## config.mk

```make
export PLATFORM = sky130hd
export DESIGN_NAME = instr_encoder
export DESIGN_NICKNAME = d
export VERILOG_FILES = /design/src/rtl/instr_encoder.sv
export SDC_FILE = /design/constraint.sdc
export NUM_CORES = 1
export LEC_CHECK = 0
export CORE_MARGIN = 8
export CORE_UTILIZATION = 25
export DETAILED_ROUTE_END_ITERATION = 6
export SYNTH_ARGS = -nofsm -noshare
export SYNTH_HDL_FRONTEND = slang
export SYNTH_SLANG_ARGS = --single-unit
```

## constraint.sdc

```tcl
create_clock -name clk -period 3.2 [get_ports clk]
set_input_delay 0.96 -clock clk [delete_from_list [all_inputs] [get_ports clk]]
set_output_delay 0.96 -clock clk [all_outputs]
set_load 0.05 [all_outputs]
```

## src/rtl/instr_encoder.sv

```systemverilog
// RV32I instruction-field encoder feeding a 2-entry output FIFO with a saturating error counter.
// Define ENC_RANGE_CHECK_EN to also flag immediates that cannot be represented exactly in the format.
module instr_encoder (
  input  logic        clk,
  input  logic        rst,
  input  logic        in_valid,
  output logic        in_ready,
  input  logic [6:0]  in_opcode,
  input  logic [4:0]  in_rd,
  input  logic [4:0]  in_rs1,
  input  logic [4:0]  in_rs2,
  input  logic [2:0]  in_funct3,
  input  logic [6:0]  in_funct7,
  input  logic [31:0] in_imm,
  output logic        out_valid,
  input  logic        out_ready,
  output logic [31:0] out_instr,
  output logic        out_err,
  output logic [7:0]  err_cnt
);

  typedef enum logic [6:0] {
    OP_R     = 7'b0110011,
    OP_I     = 7'b0010011,
    OP_LOAD  = 7'b0000011,
    OP_JALR  = 7'b1100111,
    OP_S     = 7'b0100011,
    OP_B     = 7'b1100011,
    OP_JAL   = 7'b1101111,
    OP_LUI   = 7'b0110111,
    OP_AUIPC = 7'b0010111
  } opcode_e;

  logic [31:0] enc_word;
  logic        enc_err;
  logic        range_bad;

  always_comb begin
    enc_word = '0;
    enc_err  = 1'b0;
    case (in_opcode)
      OP_R:                  enc_word = {in_funct7, in_rs2, in_rs1, in_funct3, in_rd, in_opcode};
      OP_I, OP_LOAD, OP_JALR: enc_word = {in_imm[11:0], in_rs1, in_funct3, in_rd, in_opcode};
      OP_S:                  enc_word = {in_imm[11:5], in_rs2, in_rs1, in_funct3, in_imm[4:0], in_opcode};
      OP_B:                  enc_word = {in_imm[12], in_imm[10:5], in_rs2, in_rs1, in_funct3,
                                         in_imm[4:1], in_imm[11], in_opcode};
      OP_JAL:                enc_word = {in_imm[20], in_imm[10:1], in_imm[11], in_imm[19:12],
                                         in_rd, in_opcode};
      OP_LUI, OP_AUIPC:      enc_word = {in_imm[31:12], in_rd, in_opcode};
      default:               enc_err  = 1'b1;
    endcase
  end

`ifdef ENC_RANGE_CHECK_EN
  // Sign-extension check: every bit above the field's top bit must match it.
  always_comb begin
    range_bad = 1'b0;
    case (in_opcode)
      OP_I, OP_LOAD, OP_JALR, OP_S:
        range_bad = !((&in_imm[31:11]) || !(|in_imm[31:11]));
      OP_B:
        range_bad = in_imm[0] || !((&in_imm[31:12]) || !(|in_imm[31:12]));
      OP_JAL:
        range_bad = in_imm[0] || !((&in_imm[31:20]) || !(|in_imm[31:20]));
      OP_LUI, OP_AUIPC:
        range_bad = |in_imm[11:0];
      default:
        range_bad = 1'b0;
    endcase
  end
`else
  logic unused_imm;
  assign unused_imm = in_imm[0];
  assign range_bad  = 1'b0;
`endif

  logic [32:0] mem [2];
  logic        rd_ptr;
  logic        wr_ptr;
  logic [1:0]  count;
  logic        push;
  logic        pop;

  assign in_ready  = !rst && (count != 2'd2);
  assign out_valid = (count != 2'd0);
  assign push      = in_valid && in_ready;
  assign pop       = out_valid && out_ready;
  assign out_instr = out_valid ? mem[rd_ptr][31:0] : '0;
  assign out_err   = out_valid ? mem[rd_ptr][32]   : 1'b0;

  always_ff @(posedge clk or posedge rst) begin
    if (rst) begin
      mem[0]  <= '0;
      mem[1]  <= '0;
      rd_ptr  <= 1'b0;
      wr_ptr  <= 1'b0;
      count   <= '0;
      err_cnt <= '0;
    end else begin
      if (push) begin
        mem[wr_ptr] <= {enc_err | range_bad, enc_word};
        wr_ptr      <= ~wr_ptr;
      end
      if (pop) begin
        rd_ptr <= ~rd_ptr;
        if (mem[rd_ptr][32] && (err_cnt != 8'hFF))
          err_cnt <= err_cnt + 8'd1;
      end
      case ({push, pop})
        2'b10:   count <= count + 2'd1;
        2'b01:   count <= count - 2'd1;
        default: count <= count;
      endcase
    end
  end

endmodule
```

==> run summary, run 1 <==
Ys Warns = 0
clk_lat worst skew = 0.34 ns
Buffers on Ports = 110
layout cells sized above 1 = 0.207
drt drc = 0
CTS tree = yes
Final Util = 0.360
Final Cell Area = 5720 um2
arrival time worst endpoint = 1.97 ns
standard-cell rows = 46
Filler Cell Count = 1609
Critical Path RT = 2.24 ns
GRT Overall Usage = 0.125
Final min period = 2.93 ns
number of global-route vias before repair = 3731
Post-synth EDFFs = 0
Clock Skew = 0.00753 ns
Startpoint Class = input port
hpwl dp = 9130 um
Die Span X = 143 um
Mapped Area = 4060 um2
vias per cell = 4.67
Placed Cells = 711
clk sinks = 78
RePlAce Congestion = 0.890
Post-CTS Resized = 0
Leak = 2.68 nW
routed wire length per instance = 17.0 um
DP Area = 5420 um2
critical path type = input port to output pin
Die Y = 143 um
antenna-violating nets left = 0
Root Driver = clkbuf_16
Final setup viols = 0
Cells after Synth = 394
slew at the pin closest to its max-slew limit = 1.01 ns
final worst path period share = 0.915
FFs w/ async S/R, synth = 1.00
VDD IR max = 0.300 mV
number of CTS-inserted buffers = 9
Critical Path Sink Type = output pin
WL final = 12400 um
post-synthesis net count = 464
Power Density = 633 nW/um2
total grt overflow = 0
Via Count = 3395
syn avg cell area = 10.3 um2
core area = 15900 um2
Die ar. = 20600 um2
router iterations before antenna repair = 4
Layout Cells excl Fill = 727
CTS Buffer Depth = 2
Max Cap Viol = 0
initial antenna violation count = 0
number of diodes = 0
first-pass GRT wire length = 19900 um
nets@finish = 576
I/O pins = 111
setup bufs post-CTS = 0
Clock transition at path regs = 0.05 ns
Max Clock Freq = 0.342 GHz
largest net degree at the start of global routing = 79
outcome = completed
Post-CTS Hold Buffers = 0
initial core utilization = 0.256
synth unique cells = 48
top_reg_cell synth = dfrtp_1
Crit Path Max Fanout = 2
Worst slew margin = 0.327
CTS HTree Levels = 3
Slew Limit Fails = 0
Worst Hold Class = register to register
Final Hold Fails = 0
DRT iter0 DRCs = 200
RSZ-0062 raised after global routing = no
sequential share of the synthesized area = 0.481
Synth Register Bits = 78
area growth from synthesis to layout = 40.9%
-- placed cells by master, fill, tap and decap left out, types with 2 or more instances in the layout --
master,netlist,final
o21ai_2,8,8
xor2_1,3,3
nand4_1,3,3
xnor2_1,8,8
o21ai_0,13,13
clkbuf_8,0,2
mux2_4,0,7
nor3_2,2,2
inv_1,9,8
nor3_1,2,2
clkbuf_16,0,9
dfrtp_1,78,77
nand3_1,8,7
a21oi_1,5,5
ha_1,2,2
o21ai_1,10,10
nand2_1,53,53
buf_4,3,50
buf_12,0,3
a22o_1,35,35
nor2_1,39,39
mux2i_1,34,34
or2_2,3,2
a22oi_1,12,12
clkinv_2,0,3
nor2b_1,2,2
mux2_2,17,10
clkdlybuf4s50_1,0,75
-- state kept, by name, summed over array words and instances (netlist names) --
name,cells
rd_ptr,1
count,2
err_cnt,8
wr_ptr,1
mem,66
-- power breakdown --
group,switching [mW],leakage [nW],internal [mW]
sequential,0.181,1.06,1.12
combinational,0.757,1.47,0.532
clock,0.392,0.152,0.643
-- metal layers --
metal | track usage | vias up | part of all wire
li1 | - | 1616 | -
met1 | 0.155 | 1666 | 0.46
met2 | 0.200 | 100 | 0.46
met3 | 0.0408 | 13 | 0.069
met4 | 0.0410 | 0 | 0.013
met5 | 0 | - | 0
-- Yosys cell counts (all sizes together) (2+ instances only) --
library cell	n	share of area
nor3	4	0.0074
a22o	35	0.075
nand2	53	0.049
buf	16	0.024
inv	9	0.0083
nand4	3	0.0046
a21oi	5	0.0062
mux2	17	0.047
ha	2	0.0062
nor2b	2	0.0031
o32ai	2	0.0089
or2	5	0.0077
nor2	40	0.038
nand3b	2	0.0046
dfrtp	78	0.48
o21ai	31	0.046
nand3	8	0.0099
clkbuf	11	0.010
xnor2	8	0.017
a22oi	12	0.022
xor2	3	0.0065
mux2i	34	0.084
-- kinds of logic after synthesis --
group	synth area share
compound gates	0.175
xor+xnor	0.0237
buf+inv	0.0428
simple gates	0.141
fa+ha+maj	0.00616
flops	0.481
mux	0.131
-- critical path, cell delays in order --
cell             delay [ns]
clkdlybuf4s50_1        0.46
a21oi_1                0.35
buf_12                 0.19
-- worst paths after layout --
check	end	start	slack [ns]	cells after the start
setup / recovery	in_ready	rst	0.27	3
hold / removal	mem[34]$_DFFE_PP0P_	mem[34]$_DFFE_PP0P_	0.48	2
setup reg to reg	mem[57]$_DFFE_PP0P_	count[0]$_DFFE_PP0P_	1.21	4
min in group asynchronous	count[0]$_DFFE_PP0P_	rst	1.36	3
max in group asynchronous	rd_ptr$_DFFE_PP0P_	rst	1.16	3
hold reg to reg	mem[34]$_DFFE_PP0P_	mem[34]$_DFFE_PP0P_	0.48	2
-- final cells by class --
class	instances	area, um2	share of cell area
Multi-Input combinational cell	280	1970	0.345
Sequential cell	78	1950	0.341
Clock inverter	4	45.0	0.00787
Inverter	9	37.5	0.00656
Tap cell	216	270	0.0472
Timing Repair Buffer	128	1190	0.207
Clock buffer	12	256	0.0448
-- stage by stage --
stage               setup WS [ns]  power [mW]  hold slack, ns  TNS [ns]
floorplan                 -0.0467        2.14           0.445    -0.466
global placement            0.161        2.60           0.460         0
detailed placement         0.0122        2.62           0.465         0
CTS                         0.253        3.67           0.479         0
global route                0.210        3.82           0.503         0
finish                      0.273        3.62           0.477         0
Note: power is estimated with default switching activity, not from simulation.
==> run 2: changes to the inputs <==
--- a/config.mk
+++ b/config.mk
@@ -10,2 +10,3 @@
 export DETAILED_ROUTE_END_ITERATION = 6
+export PLACE_DENSITY_LB_ADDON = 0.1
 export SYNTH_ARGS = -nofsm -noshare
==> constraint.sdc (replaced) <==
create_clock -name clk -period 3.2 [get_ports clk]
set_input_delay 0.32 -clock clk [delete_from_list [all_inputs] [get_ports clk]]
set_output_delay 0.32 -clock clk [all_outputs]
set_load 0.05 [all_outputs]
==> run 2 against run 1 <==
Net effect: clock power decreased by 6%; final area decreased by 0.22%; cell count down 0.55%; maximum frequency is 6.0% higher; largest power group is now combinational cells; clock skew is 0.0015 ns lower; worst hold slack got worse by 0.0027 ns.
==> run summary, run 2 (same netlist as run 1, synthesis figures left out) <==
outcome = completed
most frequent cells in the layout = clkdlybuf4s50_1, dfrtp_1, nand2_1, nor2_1, a22o_1
commonest non-fill, non-tap cell in the layout = clkdlybuf4s50_1
I/O pins = 111
number of global-route vias before repair = 3804
first-pass GRT wire length = 20800 um
antenna-violating nets left = 0
layout cells sized above 1 = 0.132
area growth from synthesis to layout = 40.6%
Crit Path Max Fanout = 21
core area = 15900 um2
area occupied by multi-input gates = 1940 um2
Placed Cells = 708
GRT Overall Usage = 0.132
Final Hold Fails = 0
Logic pwr share = 0.364
router iterations before antenna repair = 4
Regs by FF count = mem: 66 flops, err_cnt: 8 flops, count: 2 flops
setup bufs post-CTS = 0
Worst slew margin = 0.315
number of CTS-inserted buffers = 9
Die Span X = 143 um
critical path type = register to output pin
number of diodes = 0
Clock Skew = 0.00601 ns
Layout Cells excl Fill = 723
Root Driver = clkbuf_16
Critical Path Sink Type = output pin
total grt overflow = 0
slew at the pin closest to its max-slew limit = 1.03 ns
CTS HTree Levels = 3
Clock transition at path regs = 0.06 ns
arrival time worst endpoint = 2.44 ns
power share of the sequential group = 0.362
Switching Share = 0.380
Internal = 2.19 mW
initial antenna violation count = 0
Largest Register = mem
standard-cell rows = 46
Power Density = 620 nW/um2
routed wire length per instance = 17.8 um
Die Y = 143 um
final worst path period share = 0.863
pre-CTS WS = 0.658 ns
WL final = 12800 um
Die ar. = 20600 um2
Max Cap Viol = 0
Filler Cell Count = 1679
Startpoint Class = register
clock network fraction of total power = 0.274
Post-CTS Resized = 0
Leak = 2.55 nW
Fin Setup TNS = 0 ns
largest net degree at the start of global routing = 79
Final setup viols = 0
Min Hold Slack = 0.474 ns
drt drc = 0
Slew Limit Fails = 0
CTS tree = yes
max FFs per register = 66
register area = 1950 um2
nets@finish = 573
Final min period = 2.76 ns
DRT iter0 DRCs = 184
initial core utilization = 0.256
Via Count = 3357
Post-CTS Hold Buffers = 0
Power, Total = 3.54 mW
VDD IR max = 0.335 mV
RSZ-0062 raised after global routing = no
vias per cell = 4.64
Critical Path RT = 2.88 ns
Max Clock Freq = 0.362 GHz
Worst Hold Class = register to register
Switch Pwr = 1.34 mW
clk_lat worst skew = 0.34 ns
Buffers on Ports = 110
RePlAce Congestion = 0.892
hpwl dp = 9290 um
CTS Buffer Depth = 2
clk sinks = 78
slack of the critical path = 0.438 ns
## run 2: cell types whose count changed in the layout (fill, tap and decap cells not counted)
cell / before / now
buf_12: 3 / 1
buf_4: 50 / 14
bufinv_16: 1 / 0
clkdlybuf4s50_1: 75 / 110
clkinv_2: 3 / 1
clkinv_4: 0 / 1
clkinvlp_4: 1 / 2
mux2_2: 10 / 17
mux2_4: 7 / 0
or2_2: 2 / 3
or2_4: 1 / 0
## run 2: path summary, 6_finish.rpt
check                               startpoint                     end  slack, ns  cells after the start
setup reg to reg            rd_ptr$_DFFE_PP0P_  err_cnt[1]$_DFFE_PP0P_       1.14                      5
hold / removal             mem[34]$_DFFE_PP0P_     mem[34]$_DFFE_PP0P_       0.47                      2
setup / recovery            rd_ptr$_DFFE_PP0P_            out_instr[5]       0.44                      4
max in group asynchronous                  rst     mem[40]$_DFFE_PP0P_       1.80                      3
min in group asynchronous                  rst      wr_ptr$_DFFE_PP0N_       0.70                      3
hold reg to reg            mem[34]$_DFFE_PP0P_     mem[34]$_DFFE_PP0P_       0.47                      2
## run 2: metal layers
| metal | global-route usage | wire [um] |
|---|---|---|
| met5 | 0 | 0 |
| met2 | 0.220 | 6110 |
| met1 | 0.155 | 5600 |
| met4 | 0.0498 | 261 |
| met3 | 0.0441 | 875 |
## run 2: stage by stage
| step | util | area, um2 |
|---|---|---|
| after floorplan | - | 4060 |
| after CTS | 0.359 | 5710 |
| after detailed placement | 0.342 | 5430 |
| final | 0.359 | 5710 |
| after global placement | 0.342 | 5430 |
| after global routing | 0.359 | 5710 |
## run 2: final cells by class
| type | instances | share of cell area |
|---|---|---|
| clock buffer | 12 | 0.0449 |
| clock inverter | 3 | 0.00373 |
| inverter | 9 | 0.00657 |
| multi-input combinational | 280 | 0.341 |
| sequential | 78 | 0.342 |
| tap | 216 | 0.0473 |
| timing repair buffer | 125 | 0.215 |
## run 2: power by group through the flow
stage          Combinational (mW)  Sequential [mW]  Clock [mW]
4_1_cts                      1.31             1.28        1.00
5_1_grt                      1.39             1.30        1.04
2_1_floorplan               0.769             1.34           0
3_3_place_gp                 1.30             1.30           0
6_report                     1.29             1.28       0.971
3_5_place_dp                 1.30             1.30           0
## run 2: worst max-delay path: stages, from the launching register on
cell and delay (ns):
dfrtp_2 0.66, buf_12 0.28, mux2i_1 0.11, nor2_1 0.18, clkdlybuf4s50_1 0.85
==> RTL change (config.mk and constraints of run 1) <==
Add a define of `ENC_RANGE_CHECK_EN`.
--- a/src/rtl/instr_encoder.sv
+++ b/src/rtl/instr_encoder.sv
@@ -1,5 +1,7 @@
 // RV32I instruction-field encoder feeding a 2-entry output FIFO with a saturating error counter.
 // Define ENC_RANGE_CHECK_EN to also flag immediates that cannot be represented exactly in the format.
+`define ENC_RANGE_CHECK_EN
+
 module instr_encoder (
   input  logic        clk,
   input  logic        rst,
Function: changed (a bounded check fails within 4 cycles, from zero or initial values and one cycle with rst high).
==> RTL change against run 1 <==
Maximum frequency grew 3.6%; non-clock buffer count fell by 1; count of clock-buffer cells in the layout fell by 1; synthesized cell count is 8.6% higher; design area up 4.9%; wire length up 5.6%; highest routed layer unchanged; clock skew increased by 0.0022 ns; sequential cell count unchanged; via count rose by 8.4%; synthesized area decreased by 1.6%; sequential share of layout area fell by 1.6 points; setup slack gained 0.10 ns.
Power is not compared: it rests on default switching activity, and its combinational part moved more than twofold at a synthesized area within 25%.
==> RTL change: results (changes against run 1) <==
place:
  place_inst: 743  # was 711
  gp_congestion: 0.909  # was 0.890
  preCtsSetupSlack_ns: 0.113  # was 0.0122 ns
  dp_hpwl_um: 10200  # was 9130 µm
  dpl_cell_area_um2: 5700  # was 5420 µm²
layout:
  buffers: 127  # was 128
  nFillCells: 1571  # was 1609
  finalNonFillerCells: 759  # was 727
  final-clk-cell-share: 0.0502  # was 0.0527
  nNonClkInverters: 7  # was 9
  final_nets: 608  # was 576
  final_util: 0.381  # was 0.360
  nMultiInputCombCells: 315  # was 280
  drive_above_1_share: 0.149  # was 0.207
  nonClkBufAreaFrac: 0.257  # was 0.207
  area_delta_synth_final_pct: 50.3  # was 40.9%
  clock_buffers: 11  # was 12
route:
  drt_iter0_markers: 260  # was 200
  wl_met1_um: 6150  # was 5670 µm
  met2_wirelength_um: 5770  # was 5690 µm
  wirelength_um: 13100  # was 12400 µm
yosys:
  yosysUniqueCellTypes: 37  # was 48
  syn_nets: 498  # was 464
critical_path:
  slowest_delay_ns: 0.44  # was 0.46 ns
  worstPathArrival_ns: 1.86  # was 1.97 ns
run_status:
  outcome: "completed"  # unchanged
sta:
  finalClockSkew_ns: 0.00970  # was 0.00753 ns
  slew_headroom: 0.628  # was 0.327
grt:
  use_met3: 0.0366  # was 0.0408
  track_usage: 0.131  # was 0.125
  grt.met2_usage: 0.199  # was 0.200
  grt_pass1_wl_um: 20400  # was 19900 µm
-- RTL change: final timing paths --
path	startpoint	to	slack, ns	depth (start not counted)
hold reg to reg	mem[3]	mem[3]	0.48	2
max in group asynchronous	rst	mem[40]	1.50	3
setup reg to reg	rd_ptr	err_cnt[6]	1.22	6
setup / recovery	rst	in_ready	0.38	3
min in group asynchronous	rst	mem[31]	1.03	2
hold / removal	mem[3]	mem[3]	0.48	2
-- RTL change: logic make-up (layout without fill, tap and decap cells) --
family                   Yosys count  after routing  synth area share
adder cells (fa/ha/maj)            2              2           0.00626
XOR/XNOR                          12             12            0.0263
buffers and inverters             35            150            0.0363
AND/OR/NAND/NOR                  158            158             0.180
multiplexers                      38             38            0.0968
flip-flops                        78             78             0.489
AO/OA/AOI/OAI                    105            105             0.166
-- RTL change: power by group --
group	switching, mW	leakage (nW)	internal, mW
Clock	0.408	0.142	0.625
Combinational	1.91	1.39	1.45
Sequential	0.279	0.977	1.33
Total	2.60	2.51	3.41
